File: config.mk
export PLATFORM = sky130hd
export DESIGN_NAME = sfp_status_leds
export DESIGN_NICKNAME = d
export VERILOG_FILES = /design/src/rtl/sfp_status_leds.sv
export SDC_FILE = /design/constraint.sdc
export NUM_CORES = 1
export LEC_CHECK = 0
export ABC_CLOCK_PERIOD_IN_PS = 3900
export BUFFER_PORTS_ARGS = -buffer_cell sky130_fd_sc_hd__clkbuf_2
export CORE_MARGIN = 4
export CORE_UTILIZATION = 50
export DETAILED_ROUTE_END_ITERATION = 12
export GPL_TIMING_DRIVEN = 0
export PLACE_DENSITY_LB_ADDON = 0.1
export SLEW_MARGIN = 10
export SYNTH_ARGS = -nofsm -noshare
export SYNTH_HDL_FRONTEND = slang
export SYNTH_SLANG_ARGS = --single-unit
export TNS_END_PERCENT = 1
File: constraint.sdc
create_clock -name sysclk_100m -period 3.9 [get_ports sysclk_100m]
set_clock_uncertainty 0.2 [all_clocks]
set_input_delay 0.78 -clock sysclk_100m [delete_from_list [all_inputs] [get_ports sysclk_100m]]
set_output_delay 0.78 -clock sysclk_100m [all_outputs]
set_load 0.01 [all_outputs]
File: src/rtl/sfp_status_leds.sv
// Board status LEDs and link flags for up to two SFP lanes: synchronises PCS lock and
// rx activity/error toggles, debounces link, stretches activity into a blink, counts errors.
module sfp_status_leds #(
  parameter int SFP_COUNT        = 2,
  parameter int CLK_HZ           = 100_000_000,
  parameter int HEARTBEAT_MS     = 500,
  parameter int LOCK_DEBOUNCE_MS = 10,
  parameter int ACT_STRETCH_MS   = 100,
  parameter int ACT_BLINK_MS     = 50
) (
  input  logic                   sysclk_100m,
  input  logic                   sys_reset,
  input  logic [SFP_COUNT-1:0]   sfp_block_lock,
  input  logic [SFP_COUNT-1:0]   sfp_rx_act_tgl,
  input  logic [SFP_COUNT-1:0]   sfp_rx_err_tgl,
  input  logic                   err_clear,
  output logic [3:0]             sleds,
  output logic [SFP_COUNT-1:0]   link_up,
  output logic [16*SFP_COUNT-1:0] err_cnt
);

  localparam int CYC_MS    = CLK_HZ / 1000;
  localparam int DEB_CYC   = LOCK_DEBOUNCE_MS * CYC_MS;
  localparam int HB_CYC    = HEARTBEAT_MS * CYC_MS;
  localparam int ACT_CYC   = ACT_STRETCH_MS * CYC_MS;
  localparam int BLINK_CYC = ACT_BLINK_MS * CYC_MS;

  localparam int DEB_W   = (DEB_CYC > 1) ? $clog2(DEB_CYC) : 1;
  localparam int HB_W    = (HB_CYC > 1) ? $clog2(HB_CYC) : 1;
  localparam int ACT_W   = (ACT_CYC > 1) ? $clog2(ACT_CYC) : 1;
  localparam int BLINK_W = (BLINK_CYC > 1) ? $clog2(BLINK_CYC) : 1;

  typedef enum logic [1:0] {
    LINK_DOWN = 2'd0,
    LINK_WAIT = 2'd1,
    LINK_UP   = 2'd2
  } link_state_e;

  logic [HB_W-1:0]    hb_cnt_q, hb_cnt_d;
  logic               hb_q, hb_d;
  logic [BLINK_W-1:0] blink_cnt_q, blink_cnt_d;
  logic               blink_ph_q, blink_ph_d;
  logic               err_led_q, err_led_d;

  logic [SFP_COUNT-1:0] lane_led;
  logic [SFP_COUNT-1:0] err_sticky;
  logic [1:0]           lane_led_ext;

  // Heartbeat and the shared blink phase are free-running timebases started at reset.
  always_comb begin
    hb_cnt_d    = hb_cnt_q + HB_W'(1);
    hb_d        = hb_q;
    blink_cnt_d = blink_cnt_q + BLINK_W'(1);
    blink_ph_d  = blink_ph_q;
    if (hb_cnt_q == HB_W'(HB_CYC - 1)) begin
      hb_cnt_d = '0;
      hb_d     = ~hb_q;
    end
    if (blink_cnt_q == BLINK_W'(BLINK_CYC - 1)) begin
      blink_cnt_d = '0;
      blink_ph_d  = ~blink_ph_q;
    end
  end

  always_ff @(posedge sysclk_100m) begin
    if (sys_reset) begin
      hb_cnt_q    <= '0;
      hb_q        <= 1'b0;
      blink_cnt_q <= '0;
      blink_ph_q  <= 1'b0;
      err_led_q   <= 1'b0;
    end else begin
      hb_cnt_q    <= hb_cnt_d;
      hb_q        <= hb_d;
      blink_cnt_q <= blink_cnt_d;
      blink_ph_q  <= blink_ph_d;
      err_led_q   <= err_led_d;
    end
  end

  for (genvar i = 0; i < SFP_COUNT; i++) begin : g_lane
    logic [1:0]       lock_sync_q, lock_sync_d;
    logic [2:0]       act_sync_q, act_sync_d;
    logic [2:0]       err_sync_q, err_sync_d;
    link_state_e      state_q, state_d;
    logic [DEB_W-1:0] deb_cnt_q, deb_cnt_d;
    logic [ACT_W-1:0] act_cnt_q, act_cnt_d;
    logic             link_up_q, link_up_d;
    logic             led_q, led_d;
    logic             err_sticky_q, err_sticky_d;
    logic [15:0]      err_cnt_q, err_cnt_d;
    logic             lock_s;
    logic             act_pulse;
    logic             err_pulse;

    // Toggle strobes get a third flop so a change between stages 2 and 3 is one pulse.
    always_comb begin
      lock_sync_d = {lock_sync_q[0], sfp_block_lock[i]};
      act_sync_d  = {act_sync_q[1:0], sfp_rx_act_tgl[i]};
      err_sync_d  = {err_sync_q[1:0], sfp_rx_err_tgl[i]};
      lock_s      = lock_sync_q[1];
      act_pulse   = act_sync_q[1] ^ act_sync_q[2];
      err_pulse   = err_sync_q[1] ^ err_sync_q[2];
    end

    always_comb begin
      state_d   = state_q;
      deb_cnt_d = deb_cnt_q;
      act_cnt_d = act_cnt_q;
      case (state_q)
        LINK_DOWN: begin
          act_cnt_d = '0;
          if (lock_s) begin
            state_d   = LINK_WAIT;
            deb_cnt_d = '0;
          end
        end
        LINK_WAIT: begin
          act_cnt_d = '0;
          if (!lock_s) begin
            state_d = LINK_DOWN;
          end else begin
            deb_cnt_d = deb_cnt_q + DEB_W'(1);
            if (deb_cnt_q == DEB_W'(DEB_CYC - 1)) state_d = LINK_UP;
          end
        end
        LINK_UP: begin
          // Loss of lock drops the link immediately; only link-up is debounced.
          if (!lock_s) begin
            state_d   = LINK_DOWN;
            act_cnt_d = '0;
          end else if (act_pulse) begin
            act_cnt_d = ACT_W'(ACT_CYC - 1);
          end else if (act_cnt_q != '0) begin
            act_cnt_d = act_cnt_q - ACT_W'(1);
          end
        end
        default: begin
          state_d   = LINK_DOWN;
          act_cnt_d = '0;
        end
      endcase
    end

    always_comb begin
      link_up_d = (state_q == LINK_UP);
      led_d     = 1'b0;
      if (state_q == LINK_UP) led_d = (act_cnt_q == '0) ? 1'b1 : blink_ph_q;
    end

    // A clear and an error in the same cycle leave exactly that one error recorded.
    always_comb begin
      err_sticky_d = err_sticky_q;
      err_cnt_d    = err_cnt_q;
      if (err_clear) begin
        err_sticky_d = 1'b0;
        err_cnt_d    = '0;
      end
      if (err_pulse) begin
        err_sticky_d = 1'b1;
        if (err_cnt_d != 16'hFFFF) err_cnt_d = err_cnt_d + 16'd1;
      end
    end

    always_ff @(posedge sysclk_100m) begin
      if (sys_reset) begin
        lock_sync_q  <= '0;
        act_sync_q   <= '0;
        err_sync_q   <= '0;
        state_q      <= LINK_DOWN;
        deb_cnt_q    <= '0;
        act_cnt_q    <= '0;
        link_up_q    <= 1'b0;
        led_q        <= 1'b0;
        err_sticky_q <= 1'b0;
        err_cnt_q    <= '0;
      end else begin
        lock_sync_q  <= lock_sync_d;
        act_sync_q   <= act_sync_d;
        err_sync_q   <= err_sync_d;
        state_q      <= state_d;
        deb_cnt_q    <= deb_cnt_d;
        act_cnt_q    <= act_cnt_d;
        link_up_q    <= link_up_d;
        led_q        <= led_d;
        err_sticky_q <= err_sticky_d;
        err_cnt_q    <= err_cnt_d;
      end
    end

    assign link_up[i]           = link_up_q;
    assign lane_led[i]          = led_q;
    assign err_sticky[i]        = err_sticky_q;
    assign err_cnt[16*i +: 16]  = err_cnt_q;
  end

  always_comb begin
    lane_led_ext                 = '0;
    lane_led_ext[SFP_COUNT-1:0]  = lane_led;
    err_led_d                    = |err_sticky;
  end

  assign sleds = {err_led_q, lane_led_ext[1], lane_led_ext[0], hb_q};

endmodule

==> results.toml, run 1 <==
[grt]
track_usage_pct = 19.8
grt_pass1_wl_um = 33500
antenna_found_initial = 0
grt_max_degree = 17
grt_pass1_vias = 7051
overflow = 0

[floorplanning]
fp.coreArea_um2 = 17500
rows = 48
chipHeight_um = 142
start_util_pct = 51.5
die_x_um = 142
dieArea_um2 = 20200
pin_count = 47

[routing]
viasPerCell = 5.54
drtIter0Drc = 349
wl_per_cell_um = 14.4
wirelength_um = 19100
ant_nets = 0
drt-pass1-iter-count = 5
route.detailed.drc = 0
vias = 7389

[placement]
post_dp_cell_area_um2 = 9500
gp_congestion = 0.844
hpwlAfterDp_um = 13600
portBuffers = 46
placed_cells = 1304
place_ws_ns = -0.345

[cells_and_area]
postLayoutCoreUtil_pct = 57.7
fin_cells = 1333
mostFrequentLayoutCells = "198 x dfxtp_1, 147 x nor2_1, 67 x xor2_1, 62 x nand2_1, 62 x xnor2_1"
drive_above_1_share_pct = 9.84
multi_input_area_um2 = 4790
area_delta_synth_final_pct = 12.2
diodes = 0
design_area_um2 = 10100
final_common_cell = "dfxtp_1"
seq_area_um2 = 3960
nets = 1117
nFillCells = 1604

[setup_path]
startpoint_type = "input port"
reg2reg_slack_ns = 0.92
path_buf_inv = 6
cp_top_family = "buffers and inverters"
crit_slowest_cell = "clkbuf_1"
arrival_ns = 3.79
cp_max_fo = 10
ff2ff_path_depth = 7
crit_chain = "clkbuf_2 > clkbuf_1 > clkbuf_1 > nor2b_1 > ha_1 > and4_1 > clkbuf_1 > and3_1 > clkbuf_1 > clkbuf_1 > o21ai_0 > a21oi_1"
worst_setup_path_end_kind = "flip-flop"
rr_endpoint = "g_lane[1].act_cnt_q[4]"
r2r-start = "g_lane[1].act_cnt_q[12]"
cp.required_ns = 4.05
cp_common_cell = "clkbuf_1"
slowest_delay_ns = 0.41
crit_type = "input port to flip-flop"

[pwr]
ir_drop_v = 0.000302
total_power_mw = 3.88
switching_share_pct = 21.3
p_int_mw = 3.05
powerDensity_nw_per_um2 = 385
p_seq_share_pct = 52.9
power.leakage_nw = 3.62
p_clk_share_pct = 44.6
p_sw_uw = 825
p_comb_share_pct = 2.5

[clock_network]
path_clk_slew_ns = 0.06
cts_buffers = 17
root_buffer = "clkbuf_16"
cts_buffer_depth = 2
htreeDepth = 4
cts_num_sinks = 198
cts_hold_buf = 0
cts_tree = "built"
clock_latency_ns = 0.43

[min_path]
hold_path.class = "flip-flop to flip-flop"
hold_path_depth = 1
worst_hold_path.endpoint = "g_lane[1].lock_sync_q[1]"
min_from = "g_lane[1].lock_sync_q[0]"

[timing]
min_period_over_period_pct = 93.3
tns_ns = 0
hold_viol = 0
setup_viol = 0
slew_headroom_pct = 28.7
setup_slack_ns = 0.262
period_needed_ns = 3.64
rsz0062_at_grt = "no"
tightest_slew_ns = 1.06
maxSlewViolCount = 0
fin_hold_ws_ns = 0.240
fmax_mhz = 275

[logic_synthesis]
ys.flop_type = "dfxtp_1"
yosys_warnings = 0
avgSynthCellArea_um2 = 8.71
ys_async_sr_fraction_pct = 0
synth.distinct_cells = 56
synth_edf_count = 0
synth_seq_cells = 198
synth_nets = 1052
netlist_area_um2 = 8990
postSynthCellCount = 1033
yosysSeqAreaShare_pct = 44.1

[status]
status = "finished, final reports clean"

[flow_run]
maxCapViolCount = 0
## worst register-to-register path, delay by kind of cell, from the launching register on
kind,cells,cell delay [ns]
xor+xnor,1,0.17
simple gates,2,1.12
compound gates,2,0.27
buf+inv,2,0.72
flops,1,0.35
## power by group through the flow
| stage | sequential [mW] | combinational [mW] | clock, mW |
|---|---|---|---|
| after floorplan | 2.09 | 0.0650 | 0 |
| after global placement | 2.10 | 0.0981 | 0 |
| after detailed placement | 2.10 | 0.0983 | 0 |
| after CTS | 2.05 | 0.0991 | 1.77 |
| after global routing | 2.05 | 0.112 | 1.86 |
| final | 2.05 | 0.0974 | 1.73 |
## worst max path at each step
stage                                    to  slack [ns]  cells after the start  startpoint
global route         g_lane[0].err_cnt_q[5]       0.006                     12   err_clear
global placement     g_lane[1].err_cnt_q[9]       -0.36                     11   err_clear
detailed placement  g_lane[1].err_cnt_q[11]       -0.34                     11   err_clear
floorplan           g_lane[1].err_cnt_q[11]        0.49                     10   err_clear
finish               g_lane[0].err_cnt_q[5]        0.26                     12   err_clear
CTS                  g_lane[1].err_cnt_q[9]         0.1                     11   err_clear
## layout make-up
cell class	count	share of cell area, %
Buffer	45	1.92
Clock buffer	21	4.66
Clock inverter	8	0.992
Inverter	14	0.521
Multi-Input combinational cell	776	47.5
Sequential cell	198	39.3
Tap cell	225	2.79
Timing Repair Buffer	46	2.28
## logic make-up (layout without fill, tap and decap cells)
kind of cell / Yosys count / count (layout) / share of synthesized area, %
AOI/OAI and AO/OA: 136 / 136 / 9.16
xor gates and xnor gates: 129 / 129 / 12.6
adders and majority gates: 10 / 10 / 1.39
buffers and inverters: 59 / 134 / 2.74
DFF: 198 / 198 / 44.1
muxes: 6 / 6 / 0.737
and+or+nand+nor: 495 / 495 / 29.3
## timing repair
item / 4_1_cts / 5_1_grt
resized for setup: 0 / 1
endpoints found under the hold margin: 0 / 0
endpoints found under the setup margin: 0 / 2
setup buffers: 0 / 0
## Yosys cell counts (18+ instances only)
cell type	count	share of area, %
dfxtp_1	198	44
nor4_1	20	1.4
xnor2_1	62	6.0
nor2b_1	35	2.4
o21ai_0	21	1.2
nor2_1	147	6.1
clkbuf_1	37	1.5
nand3_1	54	3.0
a21oi_1	59	3.3
and3_1	18	1.3
nand4_1	37	2.6
xor2_1	67	6.5
or3_1	23	1.6
nand2_1	62	2.6
## registers in the layout, indices dropped and copies added, names as in the netlist, 4 cells and up
name                cells
blink_cnt_q            23
g_lane.deb_cnt_q       40
g_lane.act_cnt_q       48
g_lane.err_cnt_q       32
g_lane.act_sync_q       6
g_lane.lock_sync_q      4
hb_cnt_q               26
g_lane.state_q          4
g_lane.err_sync_q       6
## per-layer routing
metal | vias to the layer above | global-route usage [%] | share of wire [%]
met5 | - | 0 | 0
met4 | 0 | 6.16 | 1.7
met2 | 113 | 31.6 | 45
met3 | 25 | 4.94 | 4.8
met1 | 3482 | 26.5 | 49
li1 | 3769 | - | -
Power figures use the tool's default switching activity.
==> run 2: changes to the inputs <==
--- a/config.mk
+++ b/config.mk
@@ -7,3 +7,3 @@
 export LEC_CHECK = 0
-export ABC_CLOCK_PERIOD_IN_PS = 3900
+export ABC_CLOCK_PERIOD_IN_PS = 3400
 export BUFFER_PORTS_ARGS = -buffer_cell sky130_fd_sc_hd__clkbuf_2
==> constraint.sdc (replaced) <==
create_clock -name sysclk_100m -period 3.4 [get_ports sysclk_100m]
set_clock_uncertainty 0.2 [all_clocks]
set_input_delay 0.51 -clock sysclk_100m [delete_from_list [all_inputs] [get_ports sysclk_100m]]
set_output_delay 0.51 -clock sysclk_100m [all_outputs]
set_load 0.01 [all_outputs]
==> results.toml, run 2 (same netlist as run 1, synthesis figures left out) <==
[clock_network]
cts_buffer_depth = 2
cts_tree = "built"
cts_buffers = 17
clock_latency_ns = 0.43
post_cts_buffers = 0
cts_num_sinks = 198
htreeDepth = 4
root_buffer = "clkbuf_16"
path_clk_slew_ns = 0.07

[placement]
post_dp_cell_area_um2 = 9500
place_ws_ns = -0.575
portBuffers = 46
hpwlAfterDp_um = 13600
gp_congestion = 0.844

[cells_and_area]
regMostFlops = "g_lane.act_cnt_q"
mostFrequentLayoutCells = "198 x dfxtp_1, 147 x nor2_1, 67 x xor2_1, 62 x nand2_1, 62 x xnor2_1"
nets = 1117
reg.largest.list = "g_lane.act_cnt_q: 48 flops, g_lane.deb_cnt_q: 40 flops, g_lane.err_cnt_q: 32 flops"
diodes = 0
drive_above_1_share_pct = 10.0
area_delta_synth_final_pct = 12.2
final_common_cell = "dfxtp_1"
largest_reg_flops = 48
design_area_um2 = 10100
nFillCells = 1604
postLayoutCoreUtil_pct = 57.7

[floorplanning]
start_util_pct = 51.5
die_x_um = 142
chipHeight_um = 142
rows = 48
fp.coreArea_um2 = 17500
pin_count = 47
dieArea_um2 = 20200

[status]
status = "finished, final reports clean"

[grt]
grt_pass1_wl_um = 33400
track_usage_pct = 19.8
grt_pass1_vias = 7049
overflow = 0
grt_max_degree = 17
antenna_found_initial = 0

[timing]
min_period_over_period_pct = 92.0
maxSlewViolCount = 0
tightest_slew_ns = 1.07
setup_slack_ns = 0.273
hold_viol = 0
period_needed_ns = 3.13
setup_viol = 0
rsz0062_at_grt = "no"
tns_ns = 0
slew_headroom_pct = 28.1
fmax_mhz = 320

[routing]
vias = 7405
drtIter0Drc = 350
drt-pass1-iter-count = 4
wl_per_cell_um = 14.3
route.detailed.drc = 0
ant_nets = 0
viasPerCell = 5.56
wirelength_um = 19100

[setup_path]
cp.required_ns = 3.52
crit_slowest_cell = "a2111oi_2"
crit_type = "input port to flip-flop"
arrival_ns = 3.25
crit_start = "err_clear"
r2r-start = "g_lane[1].act_cnt_q[12]"
cp_max_fo = 10
crit_chain = "clkbuf_2 > clkbuf_2 > clkbuf_1 > nor2b_1 > ha_1 > and4b_1 > and4_1 > clkbuf_1 > a2111oi_2 > a21oi_1 > a31o_2"
startpoint_type = "input port"
worst_setup_path_end_kind = "flip-flop"
slowest_delay_ns = 0.53

[pwr]
power.leakage_nw = 3.63
total_power_mw = 4.45
ir_drop_v = 0.000347
powerDensity_nw_per_um2 = 441

[min_path]
hold_path.class = "input port to flip-flop"
min_from = "sfp_block_lock[1]"

[flow_run]
maxCapViolCount = 0
-- run 2: cell count changes in the layout (fill, tap and decap cells not counted) --
cell	previous run	this run
clkbuf_2	46	48
clkbuf_1	38	36
-- run 2: cell type report --
cell class / instances / area [µm²] / share of cell area (%)
buffer: 45 / 196 / 1.95
clock buffer: 21 / 470 / 4.66
clock inverter: 8 / 100 / 0.992
inverter: 14 / 52.6 / 0.521
multi-input combinational: 776 / 4790 / 47.5
sequential: 198 / 3960 / 39.3
tap: 225 / 282 / 2.79
timing repair buffer: 46 / 230 / 2.28
-- run 2: what timing repair did --
| item | 4_1_cts | 5_1_grt |
|---|---|---|
| hold buffers | 0 | 0 |
| resized for setup | 1 | 4 |
| setup endpoints to repair | 2 | 14 |
-- run 2: stage by stage --
stage	hold WS [ns]	std cells
after floorplan	0.214	1033
after global placement	0.216	1304
after detailed placement	0.229	1304
after CTS	0.0831	1333
after global routing	0.0858	1333
final	0.101	1333
-- run 2: per-layer routing --
layer	up-vias	global-route usage, %	part of all wire [%]
met5	-	0	0
met4	0	6.16	1.7
met3	23	4.94	4.8
met2	126	31.6	45
met1	3488	26.5	49
li1	3768	-	-
-- run 2: power by group --
| group | internal [mW] | switching (mW) | leakage, nW |
|---|---|---|---|
| Clock | 1.13 | 0.851 | 0.281 |
| Sequential | 2.34 | 0.0152 | 1.60 |
| Combinational | 0.0341 | 0.0775 | 1.74 |
-- run 2: worst paths after layout --
| path | to | slack (ns) | depth (start not counted) |
|---|---|---|---|
| setup / recovery | g_lane[1].err_cnt_q[9] | 0.27 | 11 |
| hold / removal | g_lane[1].lock_sync_q[0] | 0.10 | 2 |
| setup reg to reg | g_lane[1].act_cnt_q[4] | 0.43 | 7 |
| hold reg to reg | g_lane[1].lock_sync_q[1] | 0.24 | 1 |
-- run 2: critical path, delay by kind of cell --
kind,cells,cell delay (ns)
buffers and inverters,4,1.05
AO/OA/AOI/OAI,3,0.88
AND/OR/NAND/NOR,3,0.57
adder cells (fa/ha/maj),1,0.22
==> run 3: changes to the inputs <==
ABC_CLOCK_PERIOD_IN_PS = 3600   (was 3400)
CORE_UTILIZATION = 66   (was 50)
PLACE_DENSITY = 0.81   (was default)
PLACE_DENSITY_LB_ADDON = default   (was 0.1)
clock period = 3.6 ns   (was 3.4 ns; I/O delays follow)
==> results.toml, run 3 (same netlist as run 1, synthesis figures left out) <==
[status]
status = "finished, final reports clean"

[floorplanning]
dieArea_um2 = 15600
fp.coreArea_um2 = 13300
rows = 42
start_util_pct = 67.6
pin_count = 47
chipHeight_um = 125
die_x_um = 125

[pwr]
powerDensity_nw_per_um2 = 429
switching_share_pct = 20.9
p_int_mw = 3.42
total_power_mw = 4.32
p_clk_share_pct = 46.2
p_sw_uw = 903
power.leakage_nw = 3.64
ir_drop_v = 0.000416
p_seq_share_pct = 51.4
p_comb_share_pct = 2.4

[timing]
setup_viol = 0
min_period_over_period_pct = 90.6
fmax_mhz = 307
rsz0062_at_grt = "no"
setup_slack_ns = 0.339
slew_headroom_pct = 18.1
tightest_slew_ns = 1.21
tns_ns = 0
hold_viol = 0
fin_hold_ws_ns = 0.122
period_needed_ns = 3.26
maxSlewViolCount = 0

[cells_and_area]
largest_reg_flops = 48
seq_area_um2 = 3960
fin_cells = 1287
mostFrequentLayoutCells = "198 x dfxtp_1, 147 x nor2_1, 67 x xor2_1, 62 x nand2_1, 62 x xnor2_1"
drive_above_1_share_pct = 9.99
final_common_cell = "dfxtp_1"
nets = 1117
multi_input_area_um2 = 4790
nFillCells = 994
area_delta_synth_final_pct = 12.0
reg.largest.list = "g_lane.act_cnt_q: 48 flops, g_lane.deb_cnt_q: 40 flops, g_lane.err_cnt_q: 32 flops"
diodes = 0
regMostFlops = "g_lane.act_cnt_q"

[clock_network]
post_cts_buffers = 0
root_buffer = "clkbuf_16"
cts_buffer_depth = 2
clock_latency_ns = 0.43
path_clk_slew_ns = 0.07
cts_num_sinks = 198
cts_tree = "built"
cts_buffers = 17
htreeDepth = 4

[setup_path]
crit_chain = "clkbuf_2 > clkbuf_2 > clkbuf_1 > nor2b_1 > ha_1 > and4_1 > clkbuf_1 > and3_1 > clkbuf_1 > clkbuf_1 > o21ai_0 > a21oi_1"
cp_common_cell = "clkbuf_1"
ff2ff_path_depth = 7
cp_max_fo = 10
crit_type = "input port to flip-flop"
slowest_delay_ns = 0.40
r2r-start = "g_lane[1].act_cnt_q[6]"
cp.required_ns = 3.76
reg2reg_slack_ns = 0.69
rr_endpoint = "g_lane[1].act_cnt_q[4]"
crit_slowest_cell = "clkbuf_1"
worst_setup_path_end_kind = "flip-flop"
startpoint_type = "input port"
arrival_ns = 3.42

[routing]
drtIter0Drc = 585
ant_nets = 0
route.detailed.drc = 0
wl_per_cell_um = 14.8
drt-pass1-iter-count = 5
viasPerCell = 5.86
vias = 7538
wirelength_um = 19100

[min_path]
worst_hold_path.endpoint = "g_lane[1].act_sync_q[0]"
hold_path_depth = 2
hold_path.class = "input port to flip-flop"
min_from = "sfp_rx_act_tgl[1]"

[grt]
grt_max_degree = 17
grt_pass1_wl_um = 32700
antenna_found_initial = 0
grt_pass1_vias = 7077
track_usage_pct = 24.7
overflow = 0

[placement]
placed_cells = 1255
portBuffers = 46
hpwlAfterDp_um = 13200
gp_congestion = 0.926
place_ws_ns = -0.408

[flow_run]
maxCapViolCount = 0
## run 3: area by class of cell
class                      instances  area share [%]
buffer                            45            1.94
multi-input combinational        776            47.5
clock buffer                      20            4.44
inverter                          14           0.522
tap                              176            2.19
timing repair buffer              46            2.29
sequential                       198            39.4
clock inverter                    12            1.74
## run 3: per-stage QoR
| stage | area (µm²) | util [%] |
|---|---|---|
| after floorplan | 8990 | - |
| after global placement | 9440 | 71.0 |
| after detailed placement | 9440 | 71.0 |
| after CTS | 10100 | 75.7 |
| after global routing | 10100 | 75.7 |
| final | 10100 | 75.7 |
## run 3: critical path: cells and delay by family
family,cells,cell delay [ns]
buffers and inverters,6,1.63
AND/OR/NAND/NOR,3,0.64
AO/OA/AOI/OAI,2,0.32
adder cells (fa/ha/maj),1,0.27
## run 3: worst max-delay path by stage
| stage | from | depth (start not counted) | slack, ns | to |
|---|---|---|---|---|
| CTS | err_clear | 11 | 0.03 | g_lane[1].err_cnt_q[11] |
| finish | err_clear | 12 | 0.34 | g_lane[0].err_cnt_q[6] |
| floorplan | err_clear | 10 | 0.43 | g_lane[1].err_cnt_q[11] |
| detailed placement | err_clear | 11 | -0.41 | g_lane[1].err_cnt_q[11] |
| global placement | err_clear | 11 | -0.35 | g_lane[1].err_cnt_q[9] |
| global route | err_clear | 12 | 0.12 | g_lane[0].err_cnt_q[6] |
## run 3: power by group through the flow
stage	Clock, mW	Sequential, mW	Combinational (mW)
2_1_floorplan	0	2.27	0.0704
3_3_place_gp	0	2.27	0.102
3_5_place_dp	0	2.27	0.104
4_1_cts	2.03	2.22	0.105
5_1_grt	2.12	2.22	0.118
6_report	2.00	2.22	0.106
## run 3: metal layers
| metal | global-route usage (%) | wire length, µm | vias up |
|---|---|---|---|
| li1 | - | - | 3792 |
| met1 | 32.0 | 8900 | 3546 |
| met2 | 40.0 | 8790 | 164 |
| met3 | 6.56 | 1020 | 36 |
| met4 | 8.51 | 350 | 0 |
| met5 | 0 | 0 | - |
## run 3: what timing repair did
item                                   4_1_cts  5_1_grt
hold buffers                                 0        0
gates resized for setup                      0        3
endpoints found under the hold margin        0        0
setup endpoints to repair                    0        2
